## src/rtl/gcd_lcm_pkg.sv

```systemverilog
// Shared types and defaults for the GCD/LCM coprocessor.
package gcd_lcm_pkg;

  localparam int COPRO_WIDTH = 32;

  typedef enum logic {
    OP_GCD = 1'b0,
    OP_LCM = 1'b1
  } copro_op_e;

  typedef enum logic [1:0] {
    S_IDLE = 2'd0,
    S_RUN  = 2'd1,
    S_DONE = 2'd2
  } copro_state_e;

endpackage

```

## src/rtl/gcd_lcm_step.sv

```systemverilog
// One combinational GCD/LCM iteration: subtractive GCD step or additive LCM
// multiple step, plus equality and carry-out flags for the controlling FSM.
module gcd_lcm_step
  import gcd_lcm_pkg::*;
#(
  parameter int WIDTH = COPRO_WIDTH
) (
  input  logic [WIDTH-1:0] x_i,
  input  logic [WIDTH-1:0] y_i,
  input  logic [WIDTH-1:0] sa_i,
  input  logic [WIDTH-1:0] sb_i,
  input  copro_op_e        op_i,
  output logic [WIDTH-1:0] x_o,
  output logic [WIDTH-1:0] y_o,
  output logic             eq_o,
  output logic             carry_o
);

  logic [WIDTH:0] sum;

  always_comb begin
    // NOTE: every output gets a default first so no path through the
    // branches below leaves a signal unassigned and infers a latch.
    x_o     = x_i;
    y_o     = y_i;
    carry_o = 1'b0;
    sum     = '0;
    eq_o    = (x_i == y_i);
    if (op_i == OP_GCD) begin
      if (x_i > y_i) x_o = x_i - y_i;
      else           y_o = y_i - x_i;
    end else if (x_i < y_i) begin
      sum     = {1'b0, x_i} + {1'b0, sa_i};
      x_o     = sum[WIDTH-1:0];
      carry_o = sum[WIDTH];
    end else begin
      sum     = {1'b0, y_i} + {1'b0, sb_i};
      y_o     = sum[WIDTH-1:0];
      carry_o = sum[WIDTH];
    end
  end

endmodule

```

## src/rtl/gcd_lcm_coproc.sv

```systemverilog
// Iterative GCD/LCM coprocessor: accepts a start pulse from the core, stalls
// it via busy while stepping, and pulses done with the registered result.
module gcd_lcm_coproc
  import gcd_lcm_pkg::*;
#(
  parameter int WIDTH = COPRO_WIDTH
) (
  input  logic             clk,
  input  logic             reset,
  input  logic             start,
  input  logic             op,
  input  logic [WIDTH-1:0] src_a,
  input  logic [WIDTH-1:0] src_b,
  output logic             busy,
  output logic             done,
  output logic [WIDTH-1:0] result,
  output logic             overflow
);

  copro_state_e     state_q;
  copro_op_e        op_q;
  logic [WIDTH-1:0] x_q, y_q, sa_q, sb_q;
  logic [WIDTH-1:0] x_d, y_d;
  logic [WIDTH-1:0] result_q;
  logic             overflow_q, done_q;
  logic             eq, carry;

  gcd_lcm_step #(.WIDTH(WIDTH)) u_step (
    .x_i    (x_q),
    .y_i    (y_q),
    .sa_i   (sa_q),
    .sb_i   (sb_q),
    .op_i   (op_q),
    .x_o    (x_d),
    .y_o    (y_d),
    .eq_o   (eq),
    .carry_o(carry)
  );

  // NOTE: all state here is sequential, so it is written with non-blocking
  // assignments; blocking ones would let later lines see half-updated state.
  always_ff @(posedge clk) begin
    if (reset) begin
      state_q    <= S_IDLE;
      op_q       <= OP_GCD;
      x_q        <= '0;
      y_q        <= '0;
      sa_q       <= '0;
      sb_q       <= '0;
      result_q   <= '0;
      overflow_q <= 1'b0;
      done_q     <= 1'b0;
    end else begin
      done_q <= 1'b0;
      unique case (state_q)
        S_IDLE: begin
          if (start) begin
            x_q        <= src_a;
            y_q        <= src_b;
            sa_q       <= src_a;
            sb_q       <= src_b;
            op_q       <= copro_op_e'(op);
            overflow_q <= 1'b0;
            // A zero operand has a closed-form answer; skip the step loop.
            if (src_a == '0 || src_b == '0) begin
              result_q <= op ? '0 : (src_a | src_b);
              done_q   <= 1'b1;
              state_q  <= S_DONE;
            end else begin
              state_q  <= S_RUN;
            end
          end
        end
        S_RUN: begin
          if (eq) begin
            result_q <= x_q;
            done_q   <= 1'b1;
            state_q  <= S_DONE;
          end else if (op_q == OP_LCM && carry) begin
            overflow_q <= 1'b1;
            result_q   <= '0;
            done_q     <= 1'b1;
            state_q    <= S_DONE;
          end else begin
            x_q <= x_d;
            y_q <= y_d;
          end
        end
        S_DONE:  state_q <= S_IDLE;
        default: state_q <= S_IDLE;
      endcase
    end
  end

  assign busy     = (state_q != S_IDLE);
  assign done     = done_q;
  assign result   = result_q;
  assign overflow = overflow_q;

endmodule

```

## config.mk

```make
export PLATFORM = sky130hd
export DESIGN_NAME = gcd_lcm_coproc
export DESIGN_NICKNAME = d
export VERILOG_FILES = /design/src/rtl/gcd_lcm_pkg.sv /design/src/rtl/gcd_lcm_step.sv /design/src/rtl/gcd_lcm_coproc.sv
export SDC_FILE = /design/constraint.sdc
export NUM_CORES = 1
export LEC_CHECK = 0
export ABC_AREA = 1
export ABC_CLOCK_PERIOD_IN_PS = 6900
export CORE_ASPECT_RATIO = 0.9
export CORE_MARGIN = 2
export CORE_UTILIZATION = 25
export DETAILED_ROUTE_END_ITERATION = 10
export GPL_TIMING_DRIVEN = 0
export HOLD_SLACK_MARGIN = 0.08
export PLACE_DENSITY = 0.41
export REMOVE_ABC_BUFFERS = 1
export SYNTH_ARGS = -nofsm -noshare
export SYNTH_HDL_FRONTEND = slang
export SYNTH_HIERARCHICAL = 1
export SYNTH_SLANG_ARGS = --single-unit
```

## constraint.sdc

```tcl
create_clock -name clk -period 6.9 [get_ports clk]
set_input_delay 1.035 -clock clk [delete_from_list [all_inputs] [get_ports clk]]
set_output_delay 1.035 -clock clk [all_outputs]
set_load 0.005 [all_outputs]
```

==> results of run 1 <==
[state kept, by name, summed over array words and instances (netlist names)]
name      cells
done          1
sa_q         32
overflow      1
y_q          32
result       32
state_q       2
x_q          32
op_q          1
sb_q         32
[cells by family (layout without fill, tap and decap cells)]
logic type / after synthesis / in the layout / synth area share
and+or+nand+nor: 1845 / 1845 / 0.408
adders and majority gates: 131 / 131 / 0.0901
xor gates and xnor gates: 53 / 53 / 0.0251
buffers and inverters: 686 / 702 / 0.149
AOI/OAI and AO/OA: 516 / 516 / 0.149
DFF: 165 / 165 / 0.178
[cell usage in the layout (no fill, tap or decap), types with 5 or more instances in the layout]
master,instances
buf_12,8
inv_2,15
nand2_1,1152
a21oi_1,207
clkbuf_16,17
nor2_4,5
inv_1,538
a21o_1,6
xnor2_1,16
nand3b_1,9
o21ai_1,19
nor3_1,21
nor2_1,289
clkdlybuf4s50_1,102
dfxtp_1,164
nand3_1,313
o22ai_1,7
clkbuf_8,5
nand4_1,28
xor2_1,37
ha_1,127
nand2_2,14
o21bai_1,17
a31oi_1,57
o21ai_0,194
[worst max-delay path by stage]
stage,startpoint,cells after the start,slack (ns),end
4_1_cts,x_q[23]$_SDFFE_PP0P_,21,1.84,y_q[13]$_SDFFE_PP0P_
6_report,x_q[22]$_SDFFE_PP0P_,21,1.78,x_q[1]$_SDFFE_PP0P_
3_3_place_gp,x_q[22]$_SDFFE_PP0P_,16,-1.69,result[1]$_SDFFE_PP0P_
5_1_grt,x_q[23]$_SDFFE_PP0P_,21,1.31,y_q[13]$_SDFFE_PP0P_
2_1_floorplan,x_q[1]$_SDFFE_PP0P_,21,1.51,x_q[0]$_SDFFE_PP0P_
3_5_place_dp,x_q[23]$_SDFFE_PP0P_,21,1.87,x_q[1]$_SDFFE_PP0P_
[power breakdown]
group	leakage (nW)	internal, mW	switching (mW)
clock network	0.305	0.618	0.464
registers	1.37	1.06	0.156
logic	9.37	1.04	2.29
total	11.0	2.72	2.91
[critical path, stage by stage, from the launching register on]
cell	delay, ns
dfxtp_1	0.52
inv_1	0.18
ha_1	0.48
nand2_2	0.18
inv_2	0.05
a21oi_1	0.24
nand2_1	0.11
a21oi_1	0.35
nand2_8	0.28
buf_16	0.38
nor2_1	0.15
nand2_1	0.13
o21ai_1	0.11
nor2_1	0.06
nand2_1	0.19
nor2_1	0.10
nor2_1	0.18
nand2_2	0.22
inv_4	0.43
buf_16	0.30
o21ai_0	0.13
a31oi_1	0.19
[metal layers]
layer	vias to the layer above	routed length, um	track usage	part of all wire
met3	77	2930	0.0219	0.037
met1	9197	40300	0.297	0.51
met2	370	33300	0.320	0.42
met5	-	0	0	0
li1	10700	-	-	-
met4	0	2030	0.0661	0.026
[per-stage QoR]
step / area, sq um / util / TNS (ns)
after CTS: 21000 / 0.287 / 0
after global routing: 21000 / 0.287 / 0
after global placement: 20100 / 0.274 / -150.85
final: 21000 / 0.287 / 0
after floorplan: 17900 / - / 0
after detailed placement: 20400 / 0.278 / 0
[layout make-up]
class                   instances  share of cell area
clock buffers                  22              0.0235
clock inverters                10             0.00685
inverters                     557               0.100
multi-input cells            2545               0.595
flip-flops and latches        165               0.157
well taps                     960              0.0572
repair buffers                113              0.0601
==> impl_metrics.tcl, run 1 <==
set metrics [dict create \
    cp_max_fo 106 \
    ys_top_cells_by_count "nand2_1, inv_1, nand3_1" \
    grt_first_pass_wirelength_um 119000 \
    maxSlewViolCount 0 \
    critPathRequiredTime_ns 7.32 \
    hold_path_end "result[4]$_SDFFE_PP0P_" \
    wire_per_inst_um 18.0 \
    irDropWorstVdd_mv 0.200 \
    drt_wl_total_um 78600 \
    regToRegEndpoint "x_q[1]$_SDFFE_PP0P_" \
    fillers 8610 \
    insertion_delay_ns 0.50 \
    preCtsSetupSlack_ns 1.87 \
    clk_pin_slew_ns 0.07 \
    numCtsBuffers 17 \
    hold_start "result[4]$_SDFFE_PP0P_" \
    gp_congestion 0.906 \
    clock_skew_ns 0.0138 \
    post_cts_resize_count 0 \
    max_slew.worst_pin.slew_ns 1.29 \
    vias_per_cell 4.66 \
    die-area_sq_mm 0.0763 \
    relSlewSlack 0.138 \
    synth_flop_cell "dfxtp_1" \
    die_w_um 291 \
    fp.dieH_um 262 \
    reg2reg_from "x_q[22]$_SDFFE_PP0P_" \
    status "completed" \
    cts.sinks 165 \
    drive_gt1_frac 0.0278 \
    drtPass1Iterations 6 \
    p_total_mw 5.63 \
    h-tree-depth 4 \
    fin_ws_ns 1.78 \
    synthCells 3396 \
    clock_path_buffers 2 \
    critPathLaunchType "register" \
    cts_setup_buffers 0 \
    drc 0 \
    layout.nets 3598 \
    cts_tree "yes" \
    arrival_ns 5.54 \
    instances_no_fill 4372 \
    endpoint_kind "register" \
    ant_nets 0 \
    max_cap_violations 0 \
    grt_use_total 0.206 \
    coreArea_sq_mm 0.0732 \
    leakagePower_nw 11.0 \
    final.min_clock_period_ns 5.12 \
    rsz0062_at_grt "no" \
    reg2reg_slack_ns 1.78 \
    grt_pass1_vias 19200 \
    synth_area_leader_cell "nand2_1" \
    hold_viol_final 0 \
    multi_input_area_sq_mm 0.0125 \
    dp_hpwl_um 63300 \
    syn_avg_cell_area_sq_um 5.45 \
    portBuffers 102 \
    critPathKind "register to register" \
    regArea_sq_mm 0.00330 \
    ys_async_sr_fraction 0 \
    ys_seq_area_frac 0.178 \
    cts_root_buf "clkbuf_16" \
    synth_top_cells_by_area "nand2_1, dfxtp_1, inv_1, ha_1, nand3_1" \
    yosys_warnings 6 \
    max_clock_freq_mhz 195 \
    drt-initial-drc-count 1530 \
    holdPathStages 2 \
    whs_ns 0.478 \
    powerDensity_mw_per_mm2 268 \
    std_cell_rows 94 \
    synth_top_area_share 0.234 \
    hold_buffers 0 \
    dp.cells 4340 \
    antenna_cells 0 \
    gr-total-overflow 0 \
    yosysMostFrequentCell "nand2_1" \
    synthesis.area_sq_mm 0.0185 \
    r2r_cells 21 \
    syn_to_final_growth_pct 13.5 \
    worstHoldPathType "register to register" \
    io_pins 103 \
    grt_max_degree 107 \
    setup-violations-final 0 \
    ys_seq_elements 165 \
    num_vias 20400 \
    initial_core_util 0.253 \
    yosys.cell_types.count 40 \
    min_period_over_period 0.742 \
    synth_edf_count 0 \
    antenna_found_initial 1 \
]
No activity file was read; power rests on OpenSTA's default activity.
==> run 2: changes to the inputs <==
- ABC_CLOCK_PERIOD_IN_PS: 6900 -> 5400
- clock period: 6.9 -> 5.4 ns (I/O delays scaled with it)
==> impl_metrics.tcl, run 2 (synthesized netlist as in run 1, its figures left out) <==
set metrics [dict create \
    setup-violations-final 0 \
    route.met3.wl_um 2860 \
    hold_viol_final 0 \
    powerDensity_mw_per_mm2 342 \
    antenna_found_initial 1 \
    drtPass1Iterations 5 \
    layout.nets 3598 \
    grt_use_total 0.206 \
    numCtsBuffers 17 \
    max_slew.worst_pin.slew_ns 1.29 \
    coreArea_sq_mm 0.0732 \
    std_cell_rows 94 \
    worstHoldPathType "register to register" \
    gp_congestion 0.906 \
    status "completed" \
    clock_skew_ns 0.0141 \
    rsz0062_at_grt "no" \
    wl_met1_um 40300 \
    wire_per_inst_um 17.9 \
    clock_path_buffers 2 \
    maxSlewViolCount 0 \
    pwr-share-seq 0.216 \
    internal_power_mw 3.47 \
    cts_setup_buffers 0 \
    wl_met2_um 33200 \
    ant_nets 0 \
    gr-total-overflow 0 \
    critPathRequiredTime_ns 5.77 \
    pwr-share-comb 0.592 \
    min_period_over_period 0.925 \
    endpoint_kind "register" \
    portBuffers 102 \
    insertion_delay_ns 0.50 \
    cp_max_fo 106 \
    grt_pass1_vias 19200 \
    drt_wl_total_um 78400 \
    netSwitchingFraction 0.517 \
    die-area_sq_mm 0.0763 \
    max_cap_violations 0 \
    drt-initial-drc-count 1482 \
    p_total_mw 7.20 \
    final_area_sq_mm 0.0210 \
    drc 0 \
    max_clock_freq_mhz 200 \
    holdPathStages 2 \
    arrival_ns 5.37 \
    drive_gt1_frac 0.0278 \
    num_vias 20300 \
    grt_max_degree 107 \
    finalSetupTns_ns 0 \
    initial_core_util 0.253 \
    clockPowerShare 0.192 \
    placed_cell_area_sq_mm 0.0204 \
    h-tree-depth 4 \
    final_cell_mix "nand2_1, inv_1, nand3_1" \
    irDropWorstVdd_mv 0.254 \
    critPathLaunchType "register" \
    cts_root_buf "clkbuf_16" \
    grt_first_pass_wirelength_um 119000 \
    io_pins 103 \
    relSlewSlack 0.137 \
    final.min_clock_period_ns 4.99 \
    switchingPower_mw 3.72 \
    fin_util 0.287 \
    cts_tree "yes" \
    fp.dieH_um 262 \
    syn_to_final_growth_pct 13.5 \
    vias_per_cell 4.65 \
    critPathKind "register to register" \
    highest_layer "met4" \
    dp_hpwl_um 63300 \
    cts.sinks 165 \
    fillers 8606 \
    final_common_cell "nand2_1" \
    die_w_um 291 \
    clk_pin_slew_ns 0.07 \
    r2r_cells 21 \
    leakagePower_nw 11.0 \
]
-- run 2: critical path: stages, from the launching register on --
cell and delay (ns):
dfxtp_1 0.55, inv_1 0.18, fa_1 0.48, inv_1 0.12
nand3_1 0.07, nand2_1 0.17, nand2_1 0.09, nand2_2 0.12
nand2_2 0.08, nand2_2 0.07, nand2_2 0.09, nand2_8 0.28
buf_16 0.45, nand2_4 0.58, inv_2 0.59, nand3_1 0.28
nand2_1 0.13, nand2_1 0.06, nand2_1 0.06, o21ai_0 0.07
o21ai_0 0.18, a21oi_1 0.05
-- run 2: area by class of cell --
cell class,instances,area (sq um),share of cell area
sequential,165,3300,0.157
antenna,1,2.50,0.000119
timing repair buffer,113,1260,0.0601
clock buffer,22,494,0.0235
inverter,557,2110,0.101
clock inverter,10,144,0.00684
tap,960,1200,0.0571
multi-input combinational,2545,12500,0.595
-- run 2: metrics by stage --
| stage | setup WS [ns] | std cells | hold WS (ns) |
|---|---|---|---|
| after floorplan | 0.0114 | 3267 | 0.460 |
| after global placement | -3.19 | 4329 | 0.469 |
| after detailed placement | 0.370 | 4340 | 0.470 |
| after CTS | 0.335 | 4372 | 0.483 |
| after global routing | 0.00741 | 4372 | 0.504 |
| final | 0.407 | 4373 | 0.478 |
-- run 2: power by group through the flow --
stage / registers (mW) / clock network, mW / logic [mW]
6_report: 1.56 / 1.38 / 4.26
5_1_grt: 1.57 / 1.46 / 4.81
4_1_cts: 1.55 / 1.43 / 4.25
3_5_place_dp: 1.58 / 0 / 4.23
3_3_place_gp: 1.59 / 0 / 4.24
2_1_floorplan: 1.49 / 0 / 2.87
-- run 2: path summary, 6_finish.rpt --
| path | startpoint | end | slack (ns) |
|---|---|---|---|
| hold / removal | result[4]$_SDFFE_PP0P_ | result[4]$_SDFFE_PP0P_ | 0.48 |
| hold reg to reg | result[4]$_SDFFE_PP0P_ | result[4]$_SDFFE_PP0P_ | 0.48 |
| setup reg to reg | x_q[1]$_SDFFE_PP0P_ | x_q[26]$_SDFFE_PP0P_ | 0.41 |
| setup / recovery | x_q[1]$_SDFFE_PP0P_ | x_q[26]$_SDFFE_PP0P_ | 0.41 |
-- run 2: repair_timing --
item                       4_1_cts  5_1_grt
gates resized for setup          0        4
hold buffers                     0        0
hold endpoints to repair         0        0
setup endpoints to repair        0       36
-- run 2: per-layer routing --
layer	track usage	vias to the layer above
met3	0.0219	74
li1	-	10700
met2	0.320	379
met4	0.0661	0
met5	0	-
met1	0.297	9185
==> run 3: changes to the inputs <==
- CELL_PAD_IN_SITES_DETAIL_PLACEMENT: default -> 0
- CELL_PAD_IN_SITES_GLOBAL_PLACEMENT: default -> 1
- GPL_TIMING_DRIVEN: 0 -> default
- PLACE_DENSITY: 0.41 -> 0.55
==> impl_metrics.tcl, run 3 (synthesized netlist as in run 1, its figures left out) <==
set metrics [dict create \
    numCtsBuffers 17 \
    r2r_cells 19 \
    layout.nets 3608 \
    min_period_over_period 0.796 \
    rsz0062_at_grt "no" \
    pwr-share-seq 0.213 \
    final_cell_mix "nand2_1, inv_1, nand3_1" \
    max_cap_violations 0 \
    regToRegEndpoint "y_q[2]$_SDFFE_PP0P_" \
    portBuffers 102 \
    critPathLaunchType "register" \
    reg2reg_slack_ns 1.10 \
    clockPowerShare 0.190 \
    drt_wl_total_um 82700 \
    cp_max_fo 114 \
    insertion_delay_ns 0.50 \
    die_w_um 291 \
    fillers 8576 \
    antenna_found_initial 2 \
    final.min_clock_period_ns 4.30 \
    endpoint_kind "register" \
    irDropWorstVdd_mv 0.252 \
    io_pins 103 \
    drtPass1Iterations 5 \
    whs_ns 0.483 \
    pwr-share-comb 0.597 \
    status "completed" \
    h-tree-depth 4 \
    internal_power_mw 3.48 \
    drive_gt1_frac 0.0286 \
    hold_start "result[7]$_SDFFE_PP0P_" \
    antenna_cells 0 \
    clock_skew_ns 0.0159 \
    drc 0 \
    hold_path_end "result[7]$_SDFFE_PP0P_" \
    worstHoldPathType "register to register" \
    gr-total-overflow 0 \
    relSlewSlack 0.381 \
    switchingPower_mw 3.78 \
    num_vias 20700 \
    critPathRequiredTime_ns 5.76 \
    final_common_cell "nand2_1" \
    hold_viol_final 0 \
    maxSlewViolCount 0 \
    syn_to_final_growth_pct 13.0 \
    p_total_mw 7.27 \
    max_slew.worst_pin.slew_ns 0.929 \
    netSwitchingFraction 0.521 \
    arrival_ns 4.65 \
    drt-initial-drc-count 1660 \
    max_clock_freq_mhz 233 \
    crit_start "x_q[23]$_SDFFE_PP0P_" \
    cts_root_buf "clkbuf_16" \
    setup-violations-final 0 \
    powerDensity_mw_per_mm2 347 \
    clk_pin_slew_ns 0.07 \
    initial_core_util 0.253 \
    gp_congestion 0.927 \
    reg2reg_from "x_q[23]$_SDFFE_PP0P_" \
    vias_per_cell 4.72 \
    critPathKind "register to register" \
    holdPathStages 2 \
    fp.dieH_um 262 \
    grt_pass1_vias 19900 \
    cts_tree "yes" \
    grt_first_pass_wirelength_um 125000 \
    finalSetupTns_ns 0 \
    die-area_sq_mm 0.0763 \
    cts.sinks 165 \
    hold_buffers 0 \
    wire_per_inst_um 18.9 \
    preCtsSetupSlack_ns 1.20 \
    std_cell_rows 94 \
    fin_ws_ns 1.10 \
    post_cts_resize_count 0 \
    grt_max_degree 115 \
    ant_nets 0 \
    clock_path_buffers 2 \
    leakagePower_nw 11.0 \
    dp_hpwl_um 67300 \
    coreArea_sq_mm 0.0732 \
    cts_setup_buffers 0 \
    grt_use_total 0.217 \
]
## run 3: cell count changes in the layout (fill, tap and decap cells not counted), moves of 3 or more
cell / change
buf_12: -5
buf_16: -3
buf_4: +18
clkbuf_1: +4
clkinv_4: -3
## run 3: final cells by class
cell class	count	area, sq um	area share
clock buffer	24	482	0.0230
clock inverter	8	146	0.00700
inverter	557	2100	0.100
multi-input combinational	2545	12500	0.596
sequential	165	3300	0.158
tap	960	1200	0.0574
timing repair buffer	123	1220	0.0581
## run 3: worst max-delay path by stage
stage / end / slack (ns) / cells after the start
5_1_grt: x_q[0]$_SDFFE_PP0P_ / 0.77 / 19
6_report: y_q[2]$_SDFFE_PP0P_ / 1.10 / 19
3_3_place_gp: x_q[0]$_SDFFE_PP0P_ / 1.20 / 19
2_1_floorplan: x_q[0]$_SDFFE_PP0P_ / 0.01 / 21
3_5_place_dp: y_q[2]$_SDFFE_PP0P_ / 1.20 / 19
4_1_cts: y_q[2]$_SDFFE_PP0P_ / 1.18 / 19
## run 3: through the flow
step | cell area, sq um | instances | util
floorplan | 17900 | 3267 | -
global placement | 20300 | 4350 | 0.277
detailed placement | 20300 | 4350 | 0.277
CTS | 20900 | 4382 | 0.286
global route | 20900 | 4382 | 0.286
finish | 20900 | 4382 | 0.286
## run 3: metal layers
metal  wire [um]  vias up  share of wire  GRT usage
met3        2690       59          0.033     0.0195
met1       43600     9489           0.53      0.321
met2       35000      415           0.42      0.337
li1            -    10700              -          -
met4        1390        0          0.017     0.0502
met5           0        -              0          0
## run 3: power groups by stage
stage	Sequential, mW	Combinational, mW	Clock, mW
final	1.55	4.34	1.38
after global routing	1.57	4.86	1.47
after CTS	1.54	4.30	1.43
after detailed placement	1.57	4.27	0
after global placement	1.57	4.31	0
after floorplan	1.49	2.87	0
## run 3: worst max-delay path: stages, from the launching register on
cell and delay, ns:
dfxtp_1 0.46, inv_1 0.17, ha_1 0.44, nand2_2 0.17, inv_2 0.05, a21oi_1 0.22, nand2_1 0.11, a21oi_1 0.24
nand2_4 0.10, inv_2 0.44, o21ai_1 0.16, nor2_1 0.14, nand2_1 0.15, nor2_1 0.24, nor2_1 0.08, nand2_2 0.25
clkinv_2 0.12, buf_12 0.24, o21ai_0 0.23, a31oi_1 0.05
